$ cat config.mk
export PLATFORM = sky130hd
export DESIGN_NAME = ripemd160_feeder
export DESIGN_NICKNAME = d
export VERILOG_FILES = /design/src/rtl/ripemd160_feeder.sv
export SDC_FILE = /design/constraint.sdc
export NUM_CORES = 1
export LEC_CHECK = 0
export BUFFER_PORTS_ARGS = -buffer_cell sky130_fd_sc_hd__clkbuf_2
export CAP_MARGIN = 20
export CORE_AREA = 5 5 300 302
export DETAILED_ROUTE_END_ITERATION = 12
export DIE_AREA = 0 0 305 307
export REMOVE_ABC_BUFFERS = 1
export SYNTH_ARGS = -nofsm -noshare
export SYNTH_HDL_FRONTEND = slang
export SYNTH_SLANG_ARGS = --single-unit
$ cat constraint.sdc
create_clock -name clk -period 3.4 [get_ports clk]
set_clock_uncertainty 0.15 [all_clocks]
set_input_delay 0.17 -clock clk [delete_from_list [all_inputs] [get_ports clk]]
set_output_delay 0.17 -clock clk [all_outputs]
set_load 0.01 [all_outputs]
$ cat src/rtl/ripemd160_feeder.sv
// Byte-stream front end for a RIPEMD-160 core: packs up to MAX_BYTES bytes, starts the
// core, waits for its done edge (or times out), and hands the digest downstream.
module ripemd160_feeder #(
  parameter int TIMEOUT   = 1023,
  parameter int MAX_BYTES = 55
) (
  input  logic                     clk,
  input  logic                     rst_n,
  input  logic                     byte_valid,
  input  logic [7:0]               byte_data,
  input  logic                     byte_last,
  output logic                     byte_ready,
  output logic [8*MAX_BYTES-1:0]   message,
  output logic                     valid_in,
  input  logic                     valid_out,
  input  logic [159:0]             Hash_result,
  output logic [159:0]             hash_out,
  output logic                     hash_valid,
  input  logic                     hash_ready,
  output logic [1:0]               err,
  output logic [5:0]               msg_len
);

  localparam int MSG_W  = 8 * MAX_BYTES;
  localparam int WAIT_W = ($clog2(TIMEOUT + 1) > 10) ? $clog2(TIMEOUT + 1) : 10;

  localparam logic [1:0] S_COLLECT = 2'd0;
  localparam logic [1:0] S_HASH    = 2'd1;
  localparam logic [1:0] S_DONE    = 2'd2;

  localparam logic [1:0] ERR_OK  = 2'b00;
  localparam logic [1:0] ERR_OVF = 2'b01;
  localparam logic [1:0] ERR_TMO = 2'b10;

  localparam logic [5:0]        MAX_LEN   = 6'(MAX_BYTES);
  // The counter starts at 0 on HASH entry, so TIMEOUT HASH cycles end at TIMEOUT-1.
  localparam logic [WAIT_W-1:0] WAIT_LAST = WAIT_W'(TIMEOUT - 1);

  logic [1:0]        state_q, state_d;
  logic [MSG_W-1:0]  message_q, message_d;
  logic [5:0]        msg_len_q, msg_len_d;
  logic              overflow_q, overflow_d;
  logic              valid_in_q, valid_in_d;
  logic [159:0]      hash_out_q, hash_out_d;
  logic              hash_valid_q, hash_valid_d;
  logic [1:0]        err_q, err_d;
  logic [WAIT_W-1:0] wait_cnt_q, wait_cnt_d;
  logic              valid_out_q;

  logic byte_fire;
  logic vo_rise;

  assign byte_fire = byte_valid & byte_ready;
  // Only a fresh rising edge counts; a core still holding done from an earlier job is ignored.
  assign vo_rise   = valid_out & ~valid_out_q;

  always_comb begin
    state_d      = state_q;
    message_d    = message_q;
    msg_len_d    = msg_len_q;
    overflow_d   = overflow_q;
    valid_in_d   = valid_in_q;
    hash_out_d   = hash_out_q;
    hash_valid_d = hash_valid_q;
    err_d        = err_q;
    wait_cnt_d   = wait_cnt_q;

    case (state_q)
      S_COLLECT: begin
        if (byte_fire) begin
          if (msg_len_q < MAX_LEN) begin
            message_d = {message_q[MSG_W-9:0], byte_data};
            msg_len_d = msg_len_q + 6'd1;
          end else begin
            overflow_d = 1'b1;
          end
          if (byte_last) begin
            if (overflow_d) begin
              state_d      = S_DONE;
              err_d        = ERR_OVF;
              hash_out_d   = '0;
              hash_valid_d = 1'b1;
            end else begin
              state_d    = S_HASH;
              valid_in_d = 1'b1;
              wait_cnt_d = '0;
            end
          end
        end
      end

      S_HASH: begin
        wait_cnt_d = wait_cnt_q + 1'b1;
        if (vo_rise) begin
          state_d      = S_DONE;
          valid_in_d   = 1'b0;
          hash_out_d   = Hash_result;
          err_d        = ERR_OK;
          hash_valid_d = 1'b1;
        end else if (wait_cnt_q == WAIT_LAST) begin
          state_d      = S_DONE;
          valid_in_d   = 1'b0;
          hash_out_d   = '0;
          err_d        = ERR_TMO;
          hash_valid_d = 1'b1;
        end
      end

      S_DONE: begin
        if (hash_ready) begin
          state_d      = S_COLLECT;
          message_d    = '0;
          msg_len_d    = '0;
          overflow_d   = 1'b0;
          hash_valid_d = 1'b0;
        end
      end

      default: begin
        state_d = S_COLLECT;
      end
    endcase
  end

  always_ff @(posedge clk or negedge rst_n) begin
    if (!rst_n) begin
      state_q      <= S_COLLECT;
      message_q    <= '0;
      msg_len_q    <= '0;
      overflow_q   <= 1'b0;
      valid_in_q   <= 1'b0;
      hash_out_q   <= '0;
      hash_valid_q <= 1'b0;
      err_q        <= ERR_OK;
      wait_cnt_q   <= '0;
      valid_out_q  <= 1'b0;
    end else begin
      state_q      <= state_d;
      message_q    <= message_d;
      msg_len_q    <= msg_len_d;
      overflow_q   <= overflow_d;
      valid_in_q   <= valid_in_d;
      hash_out_q   <= hash_out_d;
      hash_valid_q <= hash_valid_d;
      err_q        <= err_d;
      wait_cnt_q   <= wait_cnt_d;
      valid_out_q  <= valid_out;
    end
  end

  assign byte_ready = (state_q == S_COLLECT);
  assign message    = message_q;
  assign msg_len    = msg_len_q;
  assign valid_in   = valid_in_q;
  assign hash_out   = hash_out_q;
  assign hash_valid = hash_valid_q;
  assign err        = err_q;

endmodule
==> flow_summary_export.csv <==
group,metric,value,unit
global_route,grtUsageMet1,24.0,%
power_and_ir_drop,p_leak,18.9,nW
global_route,grt_overflow,0,
clocking,htreeDepth,3,
synth,yosys.area_share.simple,24.3,%
critical_path,timing.rr.end,"hash_out[79]$_DFFE_PN0P_",
critical_path,r2r-start,"msg_len[0]$_DFFE_PN0P_",
layout,postLayoutCoreUtil,38.6,%
timing,setup_viol,0,
route,drt_iter0_markers,1663,
synth,ys_seq_area_share,64.7,%
synth,ys_warn_count,0,
synth,netlist_area,24100,µm²
synth,synth.top_cells.by_count,"nand2_1 (860), dfrtp_1 (624), nand3_1 (486), a22o_1 (160), clkbuf_1 (81)",
critical_path,reg2reg_slack,0.73,ns
synth,ys_seq_elements,624,
place,dp_hpwl,60600,µm
clocking,cts_setup_buffers,0,
die,fp.dieH,307,µm
critical_path,end_kind,"register",
synth,synth_compound_area_share,6.65,%
flow_run,max-cap-violations,0,
route,viasPerCell,4.72,
clocking,clkSlewWorstSetupHoldPaths,0.06,ns
clocking,clkLatencyLatePin,0.60,ns
hold_path,worstHoldEndpoint,"valid_out_q$_DFF_PN0_",
synth,syn_inst,2406,
clocking,tritoncts,"yes",
synth,ys_types,41,
die,start_util,27.6,%
critical_path,max_stage_delay,0.50,ns
critical_path,worstSetupStartpointType,"register",
hold_path,hp-class,"in2reg",
global_route,grt_busiest_layer,"met2",
power_and_ir_drop,ir_worst_vdd,0.529,mV
synth,synth_area_per_cell,10.0,µm²
die,die_w,305,µm
layout,syn_to_final_growth,39.9,%
clocking,cts_sinks,624,
route,via_count,21408,
die,rows,109,
critical_path,cpMaxStageDelayCell,"a21oi_1",
synth,synthMuxAreaShare,0.337,%
critical_path,path_max_fanout,63,
place,port_buffers,784,
synth,synth-async-reset-ratio,100,%
timing,tightest_slew,1.01,ns
critical_path,worstPathRequired,3.78,ns
timing,finalCriticalPeriod,2.67,ns
synth,synth_xor_area_share,0.0726,%
global_route,track_usage,17.6,%
route,drtAntennaViolNets,0,
die,dieArea,93600,µm²
clocking,clockBufferDepth,3,
die,core-area,87400,µm²
layout,nets,3491,
synth,yosys-top-cells-area,"dfrtp_1 (65%), nand2_1 (13%), nand3_1 (10%)",
critical_path,reg2reg_depth,6,
timing,hold_violations,0,
die,ios,785,
synth,synth_top_family_by_area,"simple AND/OR/NAND/NOR gates",
critical_path,arrival,3.05,ns
clocking,cts_root_buf,"clkbuf_16",
synth,synth_edf_count,0,
synth,synth-main-ff-cell,"dfrtp_1",
route,first_pass_iters,5,
global_route,grtUsageMet3,5.18,%
global_route,first_global_vias,21274,
route,drcViolationCount,0,
critical_path,path_class,"reg2reg",
global_route,grt_pass1_wl,132000,µm
timing,maxSlewHeadroom,32.4,%
power_and_ir_drop,power_per_cell_area,729,nW/µm²
timing,whs,0.116,ns
synth,yosysMostFrequentCell,"nand2_1",
synth,netlist.area_leader.share,64.7,%
timing,fmax,374,MHz
clocking,cts_buffers,72,
synth,synth_top_cell_by_area,"dfrtp_1",
layout,drive_gt1_share,28.7,%
hold_path,hold_start,"valid_out",
route,wl,86500,µm
global_route,grt_antenna_before_repair,5,
route,wl_per_cell,19.1,µm
place,gp_congestion,0.851,
global_route,grt_max_degree,119,
status,status,"finished, final reports clean",
hold_path,min_path_cells,2,
timing,rsz0062_at_grt,"no",
synth,yosys.area_share.adder,0.156,%
critical_path,cp_cell_sequence,"ha_1 > a21oi_1 > o21ai_0 > nand3_4 > buf_12 > a22o_1",
timing,slew_violations,0,
global_route,use_met2,27.3,%
timing,post-route-period-util,78.6,%
[how the worst max path moves through the flow]
stage,start,cells after the start,slack [ns],endpoint
global placement,msg_len[0]$_DFFE_PN0P_,6,0.81,hash_out[138]$_DFFE_PN0P_
global route,msg_len[0]$_DFFE_PN0P_,6,0.55,hash_out[79]$_DFFE_PN0P_
floorplan,msg_len[0]$_DFFE_PN0P_,5,-12.49,msg_len[0]$_DFFE_PN0P_
CTS,msg_len[0]$_DFFE_PN0P_,6,0.76,hash_out[29]$_DFFE_PN0P_
finish,msg_len[0]$_DFFE_PN0P_,6,0.73,hash_out[79]$_DFFE_PN0P_
detailed placement,msg_len[0]$_DFFE_PN0P_,6,0.75,hash_out[128]$_DFFE_PN0P_
[stage by stage]
step / power [mW] / cells / TNS [ns] / cell area, µm² / worst slack [ns]
after floorplan: 12.6 / 2217 / -5892.58 / 23300 / -12.49
after global placement: 16.3 / 4229 / 0 / 29500 / 0.812
after detailed placement: 16.4 / 4229 / 0 / 29500 / 0.754
after CTS: 24.8 / 4535 / 0 / 33700 / 0.762
after global routing: 25.8 / 4536 / 0 / 33700 / 0.551
final: 24.6 / 4538 / 0 / 33700 / 0.728
[registers in the layout, summed over array words and instances, names as in the netlist, 2 cells and up]
name and count:
message 440, state_q 2, wait_cnt_q 10, hash_out 160, err 2, msg_len 6
[repair_timing]
item,4_1_cts,5_1_grt
hold endpoints to repair,475,0
gates resized for setup,0,0
hold buffers,176,0
[per-layer routing]
layer / vias to the layer above / part of all wire (%)
li1: 9873 / -
met1: 10550 / 42
met2: 831 / 46
met3: 152 / 8.5
met4: 2 / 2.9
met5: - / 0.016
[cell families after synthesis]
group	after synthesis
DFF	624
buffers and inverters	197
and+or+nand+nor	1380
AOI/OAI and AO/OA	192
adders and majority gates	3
xor gates and xnor gates	2
muxes	8
[worst max-delay path, delay by kind of cell (launching register included)]
kind / cells / cell delay [ns]
AOI/OAI and AO/OA: 3 / 1.03
DFF: 1 / 0.42
and+or+nand+nor: 1 / 0.37
buffers and inverters: 1 / 0.33
adders and majority gates: 1 / 0.26
[layout make-up]
| cell class | count | area (µm²) |
|---|---|---|
| fill | 8595 | 53700 |
| multi-input combinational | 1585 | 7660 |
| clock buffer | 106 | 2100 |
| sequential | 624 | 15600 |
| antenna | 3 | 7.51 |
| clock inverter | 24 | 400 |
| inverter | 8 | 30.0 |
| timing repair buffer | 1023 | 6470 |
| tap | 1165 | 1460 |
[cell usage in the layout, fill, tap and decap left out, types with 8 or more instances in the layout]
cell / synthesis / final
dfrtp_1: 624 / 624
a22o_1: 160 / 160
nor2_1: 9 / 9
dlygate4sd3_1: 0 / 176
buf_12: 0 / 24
nand2_1: 860 / 860
bufinv_16: 0 / 8
buf_4: 1 / 39
clkbuf_2: 0 / 783
clkbuf_1: 81 / 17
nand3_1: 486 / 484
a21oi_1: 8 / 8
clkbuf_16: 0 / 72
clkbuf_8: 0 / 17
[where the power goes]
group	total [mW]	leakage, nW	internal [mW]	switching, mW
registers	9.86	8.53	8.76	1.10
logic	6.61	9.14	2.35	4.26
clock network	8.12	1.22	4.93	3.20
Note: power is estimated with default switching activity, not from simulation.
